$ cat config.mk
export PLATFORM = sky130hd
export DESIGN_NAME = ball_game_ctrl
export DESIGN_NICKNAME = d
export VERILOG_FILES = /design/src/rtl/ball_game_ctrl.sv
export SDC_FILE = /design/constraint.sdc
export NUM_CORES = 1
export LEC_CHECK = 0
export BUFFER_PORTS_ARGS = -buffer_cell sky130_fd_sc_hd__buf_4
export CAP_MARGIN = 20
export CORE_ASPECT_RATIO = 0.8
export CORE_MARGIN = 4
export CORE_UTILIZATION = 31
export DETAILED_ROUTE_END_ITERATION = 8
export GPL_TIMING_DRIVEN = 0
export HOLD_SLACK_MARGIN = 0.03
export PLACE_DENSITY = 0.53
export SYNTH_ARGS = -nofsm -noshare
export SYNTH_HDL_FRONTEND = slang
export SYNTH_SLANG_ARGS = --single-unit
$ cat constraint.sdc
create_clock -name clk -period 8.1 [get_ports clk]
set_input_delay 0.81 -clock clk [delete_from_list [all_inputs] [get_ports clk]]
set_output_delay 0.81 -clock clk [all_outputs]
set_load 0.05 [all_outputs]
$ cat src/rtl/ball_game_ctrl.sv
// Per-frame scheduler for the two-ball game: moves both balls during vertical blank,
// then runs a squared-distance collision test on one shared multiplier.
module ball_game_ctrl #(
    parameter int unsigned H_ACT     = 640,
    parameter int unsigned V_ACT     = 480,
    parameter int unsigned RADIUS    = 30,
    parameter int unsigned U_RADIUS  = 30,
    parameter int unsigned STEP      = 1,
    parameter int unsigned FRAME_DIV = 1,
    parameter int unsigned PX_INIT   = 200,
    parameter int unsigned PY_INIT   = 200,
    parameter int unsigned UX_INIT   = 400,
    parameter int unsigned UY_INIT   = 400
) (
    input  logic        clk,
    input  logic        rst,
    input  logic        frame_tick,
    input  logic        btn_left,
    input  logic        btn_right,
    input  logic        btn_up,
    input  logic        btn_down,
    input  logic        restart,
    output logic [12:0] ball_x,
    output logic [12:0] ball_y,
    output logic [12:0] user_x,
    output logic [12:0] user_y,
    output logic        game_over,
    output logic        busy
);

    localparam int unsigned CW = (FRAME_DIV > 1) ? $clog2(FRAME_DIV) : 1;
    localparam logic [CW-1:0] CNT_LAST = CW'(FRAME_DIV - 1);

    localparam logic [12:0] B_LO  = 13'(RADIUS);
    localparam logic [12:0] BX_HI = 13'(H_ACT - RADIUS);
    localparam logic [12:0] BY_HI = 13'(V_ACT - RADIUS);
    localparam logic [12:0] U_LO  = 13'(U_RADIUS);
    localparam logic [12:0] UX_HI = 13'(H_ACT - U_RADIUS);
    localparam logic [12:0] UY_HI = 13'(V_ACT - U_RADIUS);
    localparam logic [12:0] STP   = 13'(STEP);
    localparam logic [12:0] PX0   = 13'(PX_INIT);
    localparam logic [12:0] PY0   = 13'(PY_INIT);
    localparam logic [12:0] UX0   = 13'(UX_INIT);
    localparam logic [12:0] UY0   = 13'(UY_INIT);
    localparam logic [26:0] HIT_LIM = 27'((RADIUS + U_RADIUS) * (RADIUS + U_RADIUS));

    localparam logic [2:0] StIdle     = 3'd0;
    localparam logic [2:0] StMoveBall = 3'd1;
    localparam logic [2:0] StMoveUser = 3'd2;
    localparam logic [2:0] StDist     = 3'd3;
    localparam logic [2:0] StSqx      = 3'd4;
    localparam logic [2:0] StSqy      = 3'd5;
    localparam logic [2:0] StCmp      = 3'd6;
    localparam logic [2:0] StOver     = 3'd7;

    logic [2:0]    state_q, state_d;
    logic [CW-1:0] cnt_q, cnt_d;
    logic [12:0]   bx_q, bx_d, by_q, by_d, ux_q, ux_d, uy_q, uy_d;
    logic          dirx_q, dirx_d, diry_q, diry_d;
    logic [12:0]   dx_q, dx_d, dy_q, dy_d;
    logic [26:0]   acc_q, acc_d;
    logic          over_q, over_d;
    logic          dirx_n, diry_n;
    logic [12:0]   sq_op;
    logic [25:0]   prod;

    // Step one unit up or down, saturating at [lo, hi]; 14-bit math avoids wrap.
    function automatic logic [12:0] step_clamp(input logic [12:0] pos, input logic up,
                                               input logic [12:0] lo, input logic [12:0] hi);
        logic [13:0] sum;
        sum = {1'b0, pos} + {1'b0, STP};
        if (up) begin
            step_clamp = (sum >= {1'b0, hi}) ? hi : sum[12:0];
        end else begin
            step_clamp = ({1'b0, pos} <= ({1'b0, lo} + {1'b0, STP})) ? lo : pos - STP;
        end
    endfunction

    function automatic logic [12:0] abs_diff(input logic [12:0] a, input logic [12:0] b);
        abs_diff = (a >= b) ? a - b : b - a;
    endfunction

    // Direction 1 means +; edges override the held direction.
    assign dirx_n = (bx_q <= B_LO) ? 1'b1 : (bx_q >= BX_HI) ? 1'b0 : dirx_q;
    assign diry_n = (by_q <= B_LO) ? 1'b1 : (by_q >= BY_HI) ? 1'b0 : diry_q;

    assign sq_op = (state_q == StSqx) ? dx_q : dy_q;
    assign prod  = {13'b0, sq_op} * {13'b0, sq_op};

    always_comb begin
        state_d = state_q;
        cnt_d   = cnt_q;
        bx_d    = bx_q;
        by_d    = by_q;
        ux_d    = ux_q;
        uy_d    = uy_q;
        dirx_d  = dirx_q;
        diry_d  = diry_q;
        dx_d    = dx_q;
        dy_d    = dy_q;
        acc_d   = acc_q;
        over_d  = over_q;
        case (state_q)
            StIdle: begin
                if (frame_tick) begin
                    if (cnt_q == CNT_LAST) begin
                        cnt_d   = '0;
                        state_d = StMoveBall;
                    end else begin
                        cnt_d = cnt_q + 1'b1;
                    end
                end
            end
            StMoveBall: begin
                dirx_d  = dirx_n;
                diry_d  = diry_n;
                bx_d    = step_clamp(bx_q, dirx_n, B_LO, BX_HI);
                by_d    = step_clamp(by_q, diry_n, B_LO, BY_HI);
                state_d = StMoveUser;
            end
            StMoveUser: begin
                if (btn_left ^ btn_right) ux_d = step_clamp(ux_q, btn_right, U_LO, UX_HI);
                if (btn_up ^ btn_down)    uy_d = step_clamp(uy_q, btn_down, U_LO, UY_HI);
                state_d = StDist;
            end
            StDist: begin
                dx_d    = abs_diff(bx_q, ux_q);
                dy_d    = abs_diff(by_q, uy_q);
                state_d = StSqx;
            end
            StSqx: begin
                acc_d   = {1'b0, prod};
                state_d = StSqy;
            end
            StSqy: begin
                acc_d   = acc_q + {1'b0, prod};
                state_d = StCmp;
            end
            StCmp: begin
                if (acc_q <= HIT_LIM) begin
                    over_d  = 1'b1;
                    state_d = StOver;
                end else begin
                    state_d = StIdle;
                end
            end
            StOver: begin
                if (restart) begin
                    bx_d    = PX0;
                    by_d    = PY0;
                    ux_d    = UX0;
                    uy_d    = UY0;
                    dirx_d  = 1'b1;
                    diry_d  = 1'b0;
                    cnt_d   = '0;
                    over_d  = 1'b0;
                    state_d = StIdle;
                end
            end
            default: state_d = StIdle;
        endcase
    end

    always_ff @(posedge clk) begin
        if (rst) begin
            state_q <= StIdle;
            cnt_q   <= '0;
            bx_q    <= PX0;
            by_q    <= PY0;
            ux_q    <= UX0;
            uy_q    <= UY0;
            dirx_q  <= 1'b1;
            diry_q  <= 1'b0;
            dx_q    <= '0;
            dy_q    <= '0;
            acc_q   <= '0;
            over_q  <= 1'b0;
        end else begin
            state_q <= state_d;
            cnt_q   <= cnt_d;
            bx_q    <= bx_d;
            by_q    <= by_d;
            ux_q    <= ux_d;
            uy_q    <= uy_d;
            dirx_q  <= dirx_d;
            diry_q  <= diry_d;
            dx_q    <= dx_d;
            dy_q    <= dy_d;
            acc_q   <= acc_d;
            over_q  <= over_d;
        end
    end

    assign ball_x    = bx_q;
    assign ball_y    = by_q;
    assign user_x    = ux_q;
    assign user_y    = uy_q;
    assign game_over = over_q;
    assign busy      = (state_q != StIdle) && (state_q != StOver);

endmodule

==> summary.md <==
| Metric | Value |
|---|---|
| Die W | 256 µm |
| Setup crit start | state_q[1] |
| Dpl hpwl | 42.3 mm |
| Clock skew | 0.0120 ns |
| TritonCTS Buffers | 9 |
| Pwr dens | 89.1 nW/µm² |
| Vias/cell | 5.59 |
| Diode count | 0 |
| Worst setup margin | 0.233 ns |
| Area contributors post-synth | dfxtp_1 15%, ha_1 13%, fa_1 13%, inv_1 6.2%, nand2_1 4.5% |
| Leak Pwr | 0.00805 µW |
| CP max stage delay | 0.53 ns |
| Clk_lat worst skew | 0.39 ns |
| I/O pin count | 62 |
| Core box area | 48500 µm² |
| Total track usage | 0.201 |
| Synth top area share | 0.146 |
| Gpl congestion | 0.965 |
| #FFs+latches synth | 111 |
| Die Span Y | 206 µm |
| Critical Path Source Type | flip-flop |
| Crit end category | flip-flop |
| Die outline area | 52700 µm² |
| Final Cycle Share | 0.971 |
| Slew @ Worst Pin | 1.04 ns |
| Synth area leader | dfxtp_1 |
| Total negative setup slack | 0 ns |
| Root buf cell | clkbuf_16 |
| Initial Util | 0.314 |
| Max Root-Sink Buffers | 2 |
| TritonRoute pass-1 iters | 6 |
| Most used cell, CP | fa_1 |
| Distinct cell type count after synthesis | 86 |
| Post-route DRC | 0 |
| H-tree depth | 3 |
| Hold Buf Count CTS | 0 |
| CP Class | flip-flop to flip-flop |
| Net Count, Synth | 2273 |
| Slew Viols, Final | 0 |
| Final wirelength | 54.5 mm |
| Sequential area share after synthesis | 0.146 |
| Status | finished clean |
| Finished Layout Cells | 2781 |
| CP top delay family | adder cells |
| Slew HR | 0.310 |
| Final setup violating endpoints | 0 |
| Vias in the first global route | 14749 |
| Average wire per standard cell | 19.6 µm |
| Worst-path clk slew | 0.08 ns |
| Buf/Inv on CP | 9 |
| Hold path startpoint | dy_q[4] |
| Peak VDD IR | 0.125 mV |
| First-pass GRT wire length | 84.9 mm |
| PortBufs | 58 |
| Pre-CTS setup slack | -1.52 ns |
| Post-route minimum period | 7.87 ns |
| Number of synthesized flops with an enable pin | 0 |
| Mapped cell area | 15200 µm² |
| Met2 Use GR | 0.298 |
| Placed cells | 2693 |
| Fmax | 127 MHz |
| DR iter-0 viols | 1467 |
| Initial antenna violation count | 0 |
| GR Util met1 | 0.307 |
| Worst EP arrival | 8.19 ns |
| Fin. Hold Viols | 0 |
| Grt ovf | 0 |
| Worst r2r src | state_q[1] |
| Yosys synthesis warning count | 0 |
| Async S/R FF share, synth | 0 |
| Syn avg cell area | 7.59 µm² |
| Cells after synthesis | 2004 |
| Power, Total | 1610 µW |
| Hold Crit Class | flip-flop to flip-flop |
| Required time worst endpoint | 8.43 ns |
| Grt met3 use | 0.0341 |
| Clock sinks | 111 |
| Final ANT Viol Nets | 0 |
| Area grow syn2layout | 18.7% |
| Gr busiest metal | met1 |
| Largest net degree at the start of global routing | 19 |
| CP max FO | 7 |
| Predominant post-synthesis flop cell | dfxtp_1 |
| Vias | 15547 |
| Share of layout cells above drive strength 1 | 0.143 |
| Final #Nets | 2416 |
| Worst path slowest cell | fa_1 |
| Max_cap viols | 0 |
| CTS tree | done |
| # rows | 72 |
[logic make-up after synthesis]
logic type / after synthesis / share of synthesized area
buf+inv: 352 / 0.0891
flops: 111 / 0.146
fa+ha+maj: 261 / 0.264
simple gates: 650 / 0.201
mux: 38 / 0.0257
compound gates: 507 / 0.225
xor+xnor: 85 / 0.0489
[worst paths after layout]
| check | to | slack, ns | depth (start not counted) |
|---|---|---|---|
| worst max register to register | acc_q[26] | 0.23 | 34 |
| worst min register to register | dy_q[4] | 0.49 | 2 |
| worst max-delay path | acc_q[26] | 0.23 | 34 |
| worst min-delay path | dy_q[4] | 0.49 | 2 |
[layout by cell type, fill, tap and decap left out, types with 21 or more instances in the layout]
cell type	count
mux2i_1	24
inv_1	231
clkbuf_1	62
dfxtp_1	108
and3_1	24
a21oi_1	114
fa_1	99
o21ai_0	71
a31oi_1	22
nand3_1	66
a211oi_1	30
buf_4	122
o21ai_1	30
xnor2_1	60
nand4_1	32
nor2_1	162
nand2_1	165
nor3_1	63
ha_1	149
xor2_1	21
a21o_1	44
[Yosys cell counts, types with 19 or more instances]
library cell / instances
inv_1: 250
nand2_1: 181
nor2_1: 176
ha_1: 161
a21oi_1: 119
dfxtp_1: 111
fa_1: 100
o21ai_0: 72
clkbuf_1: 69
nand3_1: 67
nor3_1: 63
xnor2_1: 63
a21o_1: 44
a211oi_1: 32
mux2i_1: 32
nand4_1: 32
o21ai_1: 31
and3_1: 26
a31oi_1: 23
xor2_1: 22
buf_2: 19
[registers in the layout, indices dropped and copies added (netlist names)]
signal	flops
acc_q	27
ball_x	13
ball_y	13
dx_q	13
dy_q	13
user_x	13
user_y	13
state_q	3
dirx_q	1
diry_q	1
game_over	1
[where the power goes]
part / internal [µW] / leakage [µW] / switching [µW]
Sequential: 564 / 0.000899 / 34.0
Combinational: 184 / 0.00700 / 338
Clock: 238 / 0.000146 / 251
[tightest hold or removal path: stages, from the launching register on]
cell and delay (ns):
dfxtp_1 0.34, nand2_1 0.06, a21oi_1 0.05
[routing by layer]
| metal | wire, µm | share of wire | vias to the layer above |
|---|---|---|---|
| li1 | - | - | 7312 |
| met1 | 27100 | 0.50 | 7599 |
| met2 | 22900 | 0.42 | 580 |
| met3 | 3630 | 0.067 | 56 |
| met4 | 827 | 0.015 | 0 |
| met5 | 0 | 0 | - |
[cell type report]
type | instances | area [µm²]
plain buffers | 92 | 457
multi-input cells | 1541 | 12200
clock inverters | 4 | 33.8
flip-flops and latches | 111 | 2230
inverters | 258 | 1000
repair buffers | 134 | 1100
fillers | 5082 | 30400
well taps | 629 | 787
clock buffers | 12 | 267
[per-stage QoR]
step           hold slack (ns)   util  cell area (µm²)
4_1_cts                  0.494  0.361            17500
5_1_grt                  0.525  0.373            18100
6_report                 0.489  0.373            18100
2_1_floorplan            0.431      -            15200
3_5_place_dp             0.452  0.340            16500
3_3_place_gp             0.445  0.340            16500
[what timing repair did]
item	CTS	global route
pin swaps	13	68
buffers inserted	36	37
resized for setup	94	76
cloned	1	0
endpoints found under the setup margin	15	12
Power figures use the tool's default switching activity.
